`config.mk`:
```
export PLATFORM = sky130hd
export DESIGN_NAME = echo_request_input_flat
export DESIGN_NICKNAME = d
export VERILOG_FILES = /design/src/rtl/echo_portal_pkg.sv /design/src/rtl/echo_request_input_if.sv /design/src/rtl/echo_req_fifo.sv /design/src/rtl/echo_request_input.sv /design/src/flat_wrapper.sv
export SDC_FILE = /design/constraint.sdc
export NUM_CORES = 1
export LEC_CHECK = 0
export ABC_CLOCK_PERIOD_IN_PS = 16400
export CORE_UTILIZATION = 50
export DETAILED_ROUTE_END_ITERATION = 7
export GPL_TIMING_DRIVEN = 0
export PLACE_DENSITY = 0.81
export SYNTH_ARGS = -nofsm -noshare
export SYNTH_HDL_FRONTEND = slang
export SYNTH_SLANG_ARGS = --single-unit
```
`constraint.sdc`:
```
create_clock -name CLK -period 16.4 [get_ports CLK]
set_input_delay 2.46 -clock CLK [delete_from_list [all_inputs] [get_ports CLK]]
set_output_delay 2.46 -clock CLK [all_outputs]
set_load 0.02 [all_outputs]
```
`src/rtl/echo_portal_pkg.sv`:
```
// Purpose: shared types and constants for the Echo portal request path.
// Latency: n/a (declarations only).
// Backpressure: n/a.
// Contents: method numbers, per-method payload sizes, the assembled request
// entry {kind, a, b}, and the request assembler state enum.
package echo_portal_pkg;

  localparam logic [15:0] METHOD_SAY  = 16'd0;
  localparam logic [15:0] METHOD_SAY2 = 16'd1;

  localparam logic [15:0] SAY_BITS  = 16'd32;
  localparam logic [15:0] SAY2_BITS = 16'd64;

  typedef enum logic {
    KIND_SAY  = 1'b0,
    KIND_SAY2 = 1'b1
  } req_kind_t;

  // One assembled request; b is zero for say.
  typedef struct packed {
    req_kind_t   kind;
    logic [31:0] a;
    logic [31:0] b;
  } req_entry_t;

  typedef enum logic {
    ASM_IDLE   = 1'b0,
    ASM_WAIT_B = 1'b1
  } asm_state_t;

  // Payload size in bits of a request method; 0 for unknown methods.
  function automatic logic [15:0] method_size_bits(input logic [15:0] method);
    logic [15:0] size;
    case (method)
      METHOD_SAY:  size = SAY_BITS;
      METHOD_SAY2: size = SAY2_BITS;
      default:     size = 16'd0;
    endcase
    return size;
  endfunction

endpackage

```
`src/rtl/echo_request_input_if.sv`:
```
// Purpose: bundle of host-side enqueue, size-query and core-side dispatch
// signals of the Echo request path.
// Latency/backpressure: n/a (wiring only).
// Modports: master = host/core environment, slave = echo_request_input.
interface echo_request_input_if;

  logic        RDY_requests_enq;
  logic        EN_requests_enq;
  logic [15:0] requests_enq_methodNumber;
  logic [31:0] requests_enq_v;

  logic        RDY_messageSize_size;
  logic [15:0] messageSize_size_methodNumber;
  logic [15:0] messageSize_size;

  logic        say__ENA;
  logic [31:0] say_v;
  logic        say__RDY;

  logic        say2__ENA;
  logic [31:0] say2_a;
  logic [31:0] say2_b;
  logic        say2__RDY;

  logic [15:0] err_count;

  modport master (
    input  RDY_requests_enq,
    output EN_requests_enq, requests_enq_methodNumber, requests_enq_v,
    input  RDY_messageSize_size, messageSize_size,
    output messageSize_size_methodNumber,
    input  say__ENA, say_v, say2__ENA, say2_a, say2_b,
    output say__RDY, say2__RDY,
    input  err_count
  );

  modport slave (
    output RDY_requests_enq,
    input  EN_requests_enq, requests_enq_methodNumber, requests_enq_v,
    output RDY_messageSize_size, messageSize_size,
    input  messageSize_size_methodNumber,
    output say__ENA, say_v, say2__ENA, say2_a, say2_b,
    input  say__RDY, say2__RDY,
    output err_count
  );

endinterface

```
`src/rtl/echo_req_fifo.sv`:
```
// Purpose: generic DEPTH x W synchronous FIFO, head visible combinationally.
// Latency: a pushed entry is visible at rdata_o the cycle after the push.
// Backpressure: push ignored while full, pop ignored while empty.
// Ports: clk/rst (async active-high), push_i/wdata_i, pop_i/rdata_o,
// full_o/empty_o.
module echo_req_fifo #(
  parameter int DEPTH = 4,
  parameter int AW    = 2,
  parameter int W     = 65
) (
  input  logic         clk,
  input  logic         rst,
  input  logic         push_i,
  input  logic [W-1:0] wdata_i,
  input  logic         pop_i,
  output logic [W-1:0] rdata_o,
  output logic         full_o,
  output logic         empty_o
);

  logic [W-1:0] mem_q [DEPTH];
  logic [AW:0]  wptr_q, wptr_d;
  logic [AW:0]  rptr_q, rptr_d;
  logic         wr_en, rd_en;

  // Extra MSB on each pointer separates full (wrapped) from empty.
  assign empty_o = (wptr_q == rptr_q);
  assign full_o  = (wptr_q[AW] != rptr_q[AW]) && (wptr_q[AW-1:0] == rptr_q[AW-1:0]);

  assign wr_en = push_i && !full_o;
  assign rd_en = pop_i && !empty_o;

  assign wptr_d  = wr_en ? wptr_q + 1'b1 : wptr_q;
  assign rptr_d  = rd_en ? rptr_q + 1'b1 : rptr_q;
  assign rdata_o = mem_q[rptr_q[AW-1:0]];

  always_ff @(posedge clk or posedge rst) begin
    if (rst) begin
      wptr_q <= '0;
      rptr_q <= '0;
    end else begin
      wptr_q <= wptr_d;
      rptr_q <= rptr_d;
    end
  end

  // Storage needs no reset: contents are only observed through the pointers.
  always_ff @(posedge clk) begin
    if (wr_en) mem_q[wptr_q[AW-1:0]] <= wdata_i;
  end

endmodule

```
`src/rtl/echo_request_input.sv`:
```
// Purpose: assembles host request words into say/say2 messages, buffers them
//          and dispatches them in order to the Echo core.
// Latency: say dispatch the cycle after its word; say2 the cycle after its b word.
// Backpressure: RDY_requests_enq drops while the FIFO is full; a head whose
//               core RDY is low stalls all later entries.
// Ports: CLK, RST (async active-high), bus (echo_request_input_if.slave).
// Optional: ECHO_REQ_STATS_EN adds dispatch_count (wrapping count of dispatches).
module echo_request_input
  import echo_portal_pkg::*;
#(
  parameter int DEPTH = 4,
  parameter int AW    = 2
) (
  input  logic                CLK,
  input  logic                RST,
  echo_request_input_if.slave bus
`ifdef ECHO_REQ_STATS_EN
  ,
  output logic [31:0]         dispatch_count
`endif
);

  localparam int W = $bits(req_entry_t);

  asm_state_t  state_q, state_d;
  logic [31:0] a_q, a_d;
  logic [15:0] err_q, err_d;
  logic [1:0]  err_inc;
  logic [16:0] err_sum;

  logic        rdy_enq;
  logic        accept;
  logic        take_new;
  logic        push;
  req_entry_t  push_entry;
  req_entry_t  head;
  logic        fifo_full, fifo_empty;
  logic        say_ena, say2_ena, pop;

  logic [15:0] method;
  logic [31:0] word;

  assign method  = bus.requests_enq_methodNumber;
  assign word    = bus.requests_enq_v;
  assign rdy_enq = !RST && !fifo_full;
  assign accept  = bus.EN_requests_enq && rdy_enq;

  // Assembler next state. A non-say2 word arriving in WAIT_B aborts the
  // partial say2 and is then handled as a fresh word (take_new), so an
  // invalid word there costs two error counts in one cycle.
  always_comb begin
    state_d    = state_q;
    a_d        = a_q;
    push       = 1'b0;
    push_entry = '0;
    err_inc    = 2'd0;
    take_new   = 1'b0;

    if (accept) begin
      if (state_q == ASM_WAIT_B) begin
        if (method == METHOD_SAY2) begin
          push       = 1'b1;
          push_entry = '{kind: KIND_SAY2, a: a_q, b: word};
          state_d    = ASM_IDLE;
        end else begin
          err_inc  = 2'd1;
          take_new = 1'b1;
        end
      end else begin
        take_new = 1'b1;
      end
    end

    if (take_new) begin
      state_d = ASM_IDLE;
      case (method)
        METHOD_SAY: begin
          push       = 1'b1;
          push_entry = '{kind: KIND_SAY, a: word, b: 32'd0};
        end
        METHOD_SAY2: begin
          a_d     = word;
          state_d = ASM_WAIT_B;
        end
        default: err_inc = err_inc + 2'd1;
      endcase
    end
  end

  assign err_sum = {1'b0, err_q} + {15'd0, err_inc};
  assign err_d   = err_sum[16] ? 16'hFFFF : err_sum[15:0];

  always_ff @(posedge CLK or posedge RST) begin
    if (RST) begin
      state_q <= ASM_IDLE;
      a_q     <= '0;
      err_q   <= '0;
    end else begin
      state_q <= state_d;
      a_q     <= a_d;
      err_q   <= err_d;
    end
  end

  echo_req_fifo #(
    .DEPTH (DEPTH),
    .AW    (AW),
    .W     (W)
  ) u_fifo (
    .clk     (CLK),
    .rst     (RST),
    .push_i  (push),
    .wdata_i (push_entry),
    .pop_i   (pop),
    .rdata_o (head),
    .full_o  (fifo_full),
    .empty_o (fifo_empty)
  );

  // RST gating makes the enables fall asynchronously with reset.
  assign say_ena  = !RST && !fifo_empty && (head.kind == KIND_SAY)  && bus.say__RDY;
  assign say2_ena = !RST && !fifo_empty && (head.kind == KIND_SAY2) && bus.say2__RDY;
  assign pop      = say_ena || say2_ena;

  assign bus.RDY_requests_enq     = rdy_enq;
  assign bus.RDY_messageSize_size = !RST;
  assign bus.messageSize_size     = RST ? 16'd0 : method_size_bits(bus.messageSize_size_methodNumber);
  assign bus.say__ENA             = say_ena;
  assign bus.say_v                = head.a;
  assign bus.say2__ENA            = say2_ena;
  assign bus.say2_a               = head.a;
  assign bus.say2_b               = head.b;
  assign bus.err_count            = err_q;

`ifdef ECHO_REQ_STATS_EN
  logic [31:0] disp_q;

  always_ff @(posedge CLK or posedge RST) begin
    if (RST) disp_q <= '0;
    else if (pop) disp_q <= disp_q + 32'd1;
  end

  assign dispatch_count = disp_q;
`endif

endmodule

```
`src/flat_wrapper.sv`:
```
// flat-port wrapper written by rule: the top's interface ports become plain ports
module echo_request_input_flat import echo_portal_pkg::*;
#(
  parameter int DEPTH = 4,
  parameter int AW    = 2
)
  (CLK, RST, bus_RDY_requests_enq, bus_EN_requests_enq, bus_requests_enq_methodNumber, bus_requests_enq_v, bus_RDY_messageSize_size, bus_messageSize_size, bus_messageSize_size_methodNumber, bus_say__ENA, bus_say_v, bus_say2__ENA, bus_say2_a, bus_say2_b, bus_say__RDY, bus_say2__RDY, bus_err_count);
  echo_request_input_if bus_i ();
  input  logic CLK;
  input  logic RST;
  output wire logic [$bits(bus_i.RDY_requests_enq)-1:0] bus_RDY_requests_enq;
  input wire logic [$bits(bus_i.EN_requests_enq)-1:0] bus_EN_requests_enq;
  input wire logic [$bits(bus_i.requests_enq_methodNumber)-1:0] bus_requests_enq_methodNumber;
  input wire logic [$bits(bus_i.requests_enq_v)-1:0] bus_requests_enq_v;
  output wire logic [$bits(bus_i.RDY_messageSize_size)-1:0] bus_RDY_messageSize_size;
  output wire logic [$bits(bus_i.messageSize_size)-1:0] bus_messageSize_size;
  input wire logic [$bits(bus_i.messageSize_size_methodNumber)-1:0] bus_messageSize_size_methodNumber;
  output wire logic [$bits(bus_i.say__ENA)-1:0] bus_say__ENA;
  output wire logic [$bits(bus_i.say_v)-1:0] bus_say_v;
  output wire logic [$bits(bus_i.say2__ENA)-1:0] bus_say2__ENA;
  output wire logic [$bits(bus_i.say2_a)-1:0] bus_say2_a;
  output wire logic [$bits(bus_i.say2_b)-1:0] bus_say2_b;
  input wire logic [$bits(bus_i.say__RDY)-1:0] bus_say__RDY;
  input wire logic [$bits(bus_i.say2__RDY)-1:0] bus_say2__RDY;
  output wire logic [$bits(bus_i.err_count)-1:0] bus_err_count;
  assign bus_RDY_requests_enq = bus_i.RDY_requests_enq;
  assign bus_i.EN_requests_enq = bus_EN_requests_enq;
  assign bus_i.requests_enq_methodNumber = bus_requests_enq_methodNumber;
  assign bus_i.requests_enq_v = bus_requests_enq_v;
  assign bus_RDY_messageSize_size = bus_i.RDY_messageSize_size;
  assign bus_messageSize_size = bus_i.messageSize_size;
  assign bus_i.messageSize_size_methodNumber = bus_messageSize_size_methodNumber;
  assign bus_say__ENA = bus_i.say__ENA;
  assign bus_say_v = bus_i.say_v;
  assign bus_say2__ENA = bus_i.say2__ENA;
  assign bus_say2_a = bus_i.say2_a;
  assign bus_say2_b = bus_i.say2_b;
  assign bus_i.say__RDY = bus_say__RDY;
  assign bus_i.say2__RDY = bus_say2__RDY;
  assign bus_err_count = bus_i.err_count;
  echo_request_input #(.DEPTH(DEPTH), .AW(AW)) u_core (.CLK(CLK), .RST(RST), .bus(bus_i));
endmodule
```
; Yosys cells after proc, flatten, opt, wreduce, memory -nomap -nowiden
; Memories as Yosys holds them, arrays and structs flattened.
; Cells that the tools add are included.
; Widths: inputs -> output; s select.
[totals]
regBits = 55
ram_bits = 260
input_bits = 69
elab_cells = 61
memories = 1
[memory_table]
columns = memory, words, word_bits, rd, rd_ports_with_merged_regs, write_ports, line
row1 = u_core.u_fifo.mem_q, 4, 65, 1, 0, 1, echo_req_fifo.sv:21  ; logic [W-1:0] mem_q [DEPTH];
[op_classes]
addsub = 4
eq_ne = 5
n_mux = 26
n_bitwise = 1
n_reduce_logical = 19
[op_table]
columns = cell, n
row1 = $mux 65, 5
row2 = $eq 16x1->1 const B, 2
row3 = $logic_not 16->1, 2
row4 = $add 16x2->17, 1
row5 = $mux 16, 1
row6 = $mux 1, 14
row7 = $pmux 7 s2, 1
row8 = $logic_and 1x1->1, 10
row9 = $mux 2, 4
row10 = $mux 7, 1
row11 = $add 3x1->3 const B, 2
row12 = $eq 3x3->1, 1
row13 = $logic_not 1->1, 3
row14 = $add 2x1->2 const B, 1
row15 = $eq 2x2->1, 1
row16 = $reduce_and 2->1, 1
row17 = $reduce_bool 2->1, 1
row18 = $reduce_or 2->1, 1
row19 = $logic_or 1x1->1, 1
row20 = $ne 1x1->1, 1
row21 = $not 1->1, 1

; Depth between registers and ports, before layout
[logic_depth]
depth_word = 11
ltp_mapped = 16

; Hierarchy
; A second synthesis with hierarchy kept.
[unflattened]
hier_cells = 699
area_unflattened_um2 = 13078.8
[modules_own_cells]
columns = module, n_inst, cells_each, area_per_inst_um2
row1 = echo_req_fifo, 1, 390, 9903.2
row2 = echo_request_input, 1, 309, 3175.5

; Worst setup path after synthesis
; OpenSTA, ideal clock, no wires.
[synth_path]
path_type = input to register
startpoint = input port bus_requests_enq_methodNumber[9]
endpoint = memory u_core.u_fifo.mem_q[3][0], enable pin
setup_time_ns = 0.572
arrival_ns = 7.650
t_required_ns = 15.828
setup_slack_ns = 8.178
path_stages = 4
n_path_buf = 0
path_cell_list = nor4_1 and4_1 inv_1 nor3_1
[synth_between]
elab_chain_len = 9
word_cells_on_any_way = 13
classes_between = eq/ne (1) / mux (10) / reduce/logical (2)
[synth_rtl]
columns = element, line
row1 = start: declaration, flat_wrapper.sv:13  ; input wire logic [$bits(bus_i.requests_enq_methodNumber)-1:0] bus_requests_enq_methodNumber;
row2 = $eq 16x1->1, echo_request_input.sv:61  ; if (method == METHOD_SAY2) begin
row3 = $mux 1, echo_request_input.sv:61
row4 = $mux 1, echo_request_input.sv:60  ; if (state_q == ASM_WAIT_B) begin
row5 = $mux 1, echo_request_input.sv:59  ; if (accept) begin
row6 = $mux 1, echo_request_input.sv:76  ; case (method)
row7 = $mux 1 (*), echo_request_input.sv:74  ; if (take_new) begin
row8 = $logic_and 1x1->1 (*), echo_req_fifo.sv:30  ; assign wr_en = push_i && !full_o;
row9 = $mux 1 (*), echo_req_fifo.sv:49  ; if (wr_en) mem_q[wptr_q[AW-1:0]] <= wdata_i;
row10 = $mux 1 (not written as such) (*), echo_req_fifo.sv:49
row11 = end: declaration, echo_req_fifo.sv:21
; Every way passes the cells marked *; elsewhere a longest branch is shown, timed or not.

; Final worst setup path
[layout_path]
startpoint = input port RST
endpoint = output port bus_messageSize_size[5]
[layout_between]
elab_chain_len = 1
[layout_rtl]
columns = element, line
row1 = start: declaration, flat_wrapper.sv:10  ; input logic RST;
row2 = $mux 7, echo_request_input.sv:127  ; assign bus.messageSize_size = RST ? 16'd0 : method_size_bits(bus.messageSize_size_methodNumber);
row3 = end: declaration, flat_wrapper.sv:16  ; output wire logic [$bits(bus_i.messageSize_size)-1:0] bus_messageSize_size;
; Every way passes these cells.

==> results.cfg <==
[clock_network]
root_buffer = clkbuf_16
htreeDepth = 1
cts.sinks = 315
tritoncts = yes
cts_hold_buf = 0
clkLatencyLatePin_ns = 0.55
cts.repair.resized = 0
numCtsBuffers = 31
cts_buffer_depth = 3
cts_setup_buffers = 0
clkTransAtPathRegs_ns = 0.06

[setup_path]
r2r_cells = 15
critPathLaunchType = primary input
critPathMaxFanout = 5
arrival_ns = 4.21
rr_startpoint = u_core.state_q$_DFFE_PP0P_
worstReg2RegEnd = u_core.bus.err_count[9]$_DFF_PP0_
required_ns = 13.94
worstSetupPathType = in -> out
crit_path_end_kind = output port
r2r_slack_ns = 12.51

[hold_path]
whs_path_depth = 1
hp-class = reg -> reg
worstHoldEndpoint = u_core.a_q[2]$_DFFE_PP0P_
hp-start = u_core.a_q[2]$_DFFE_PP0P_

[timing]
fmax_mhz = 150
fin_skew_ns = 0.0207
fin_setup_tns_ns = 0
slew-limit-headroom_pct = 38.1
min_period_ns = 6.67
fin_crit_sh_pct = 40.7
rsz0062_at_grt = no
drv_slew = 0
hold_viol = 0
worst_pin_slew_ns = 0.928
setup_viol_count_final = 0

[grt]
grt_pass1_wl_mm = 43.8
overflow = 0
grt_max_degree = 46
grt_pass1_vias = 7764
antenna_found_initial = 0
track_usage_pct = 22.0

[yosys]
yosysWarnings = 0
ys_types = 40
avgSynthCellArea_um2 = 17.7
synthesis.area_um2 = 13000
synth_area_leaders = edfxtp_1 (60%), mux4_2 (11%), dfrtp_1 (11%)
yosysTopAreaCell = edfxtp_1
synth-async-reset-ratio_pct = 17.5
syn_inst = 734
ys_seq_area_share_pct = 70.8
synth_top_area_share_pct = 60.2
synth_seq_cells = 315
synth_edf_count = 260
synth_flop_cell = edfxtp_1

[floorplanning]
fp.dieW_um = 163
io_pins = 201
die_area_um2 = 26600
fp.dieH_um = 163
rows = 58
core-area_um2 = 25300
start_util_pct = 51.2

[power]
p_per_area_nw_per_um2 = 136
peakVddDrop_v = 0.0000824
p_leak_nw = 6.32

[final_layout]
final_cell_mix = edfxtp_1 (260), clkdlybuf4s50_1 (186), mux4_2 (65)
syn_to_final_growth_pct = 27.7
diodes = 0
final_util_pct = 65.4
layout_commonest_cell = edfxtp_1
fin_nets = 1055
drive_gt1_share_pct = 22.2
fin_area_um2 = 16600

[routing]
wl_per_cell_um = 21.0
antenna_left = 0
firstDrtPassIters = 5
num_vias = 7295
wl_mm = 28.0
remaining_drc_errors = 0
vias_per_cell = 5.48
drt_iter0_drc = 532

[place]
gp_congestion = 0.771
portBuffers = 186
postPlaceCellArea_um2 = 15500
dp_hpwl_mm = 18.8

[run]
drv_cap = 0

[status]
status = finished, final reports clean
-- per-layer routing --
layer  track usage [%]  wire, um  vias up
met2              37.9     14400      269
li1                  -         -     3257
met1              29.2     11300     3732
met5                 0         0        -
met3              3.68      1710       37
met4              5.56       505        0
-- worst max-delay path, cell delays in order --
cell and delay (ns):
clkdlybuf4s50_1 0.51, nor4_1 0.35, nand4_1 0.15, nor2_1 0.12
clkdlybuf4s50_1 0.61
-- where the power goes --
part / internal [mW] / switching (mW) / leakage (nW) / total (mW)
Combinational: 0.325 / 0.315 / 2.34 / 0.640
Sequential: 0.866 / 0.0138 / 3.46 / 0.880
Clock: 0.443 / 0.285 / 0.520 / 0.728
-- synth_stat cells (all sizes together) (2+ instances only) --
library cell,number
dfrtp,55
nor4,7
and4,3
nand4,5
inv,13
a21oi,19
edfxtp,260
nand3,24
nor2,24
and2,40
nand2,34
xnor2,5
mux4,65
mux2i,3
nor3b,3
xor2,12
nor3,5
clkbuf,24
o21ai,4
nor2b,2
mux2,34
a22oi,15
a31oi,2
buf,58
ha,8
nand2b,2
-- state kept, by name (all words and copies together), names as in the netlist --
register,flops
u_core.u_fifo.rptr_q,3
u_core.a_q,32
u_core.state_q,1
u_core.u_fifo.wptr_q,3
u_core.u_fifo.mem_q,260
u_core.bus.err_count,16
-- area by class of cell --
| class | instances | area [um2] |
|---|---|---|
| fillers | 1740 | 8770 |
| clock inverters | 16 | 211 |
| flip-flops and latches | 315 | 9180 |
| inverters | 13 | 48.8 |
| repair buffers | 197 | 2050 |
| multi-input cells | 337 | 3280 |
| well taps | 330 | 413 |
| clock buffers | 41 | 853 |
| plain buffers | 82 | 515 |
-- how the worst max path moves through the flow --
stage                                          start                                   end
floorplan           bus_requests_enq_methodNumber[9]   u_core.u_fifo.mem_q[3][0]$_DFFE_PP_
global placement    bus_requests_enq_methodNumber[9]  u_core.u_fifo.mem_q[3][45]$_DFFE_PP_
detailed placement                               RST               bus_messageSize_size[5]
CTS                                              RST               bus_messageSize_size[5]
global route                                     RST               bus_messageSize_size[5]
finish                                           RST               bus_messageSize_size[5]
-- logic make-up (layout without fill, tap and decap cells) --
logic type	Yosys count	in the layout	share of synthesized area, %
and+or+nand+nor	151	151	6.14
DFF	315	315	70.8
xor gates and xnor gates	17	17	1.15
adders and majority gates	9	9	0.926
muxes	102	102	14.5
buffers and inverters	95	349	4.35
other	1	14	0.0289
AOI/OAI and AO/OA	44	44	2.12
-- per-stage QoR --
step	hold slack, ns	power [mW]	setup WS (ns)	std cells
after floorplan	0.458	1.28	8.18	747
after global placement	0.469	1.54	4.14	1263
after detailed placement	0.475	1.54	9.71	1274
after CTS	0.489	2.27	9.69	1331
after global routing	0.511	2.33	9.49	1331
final	0.488	2.25	9.73	1331
Power figures use the tool's default switching activity.
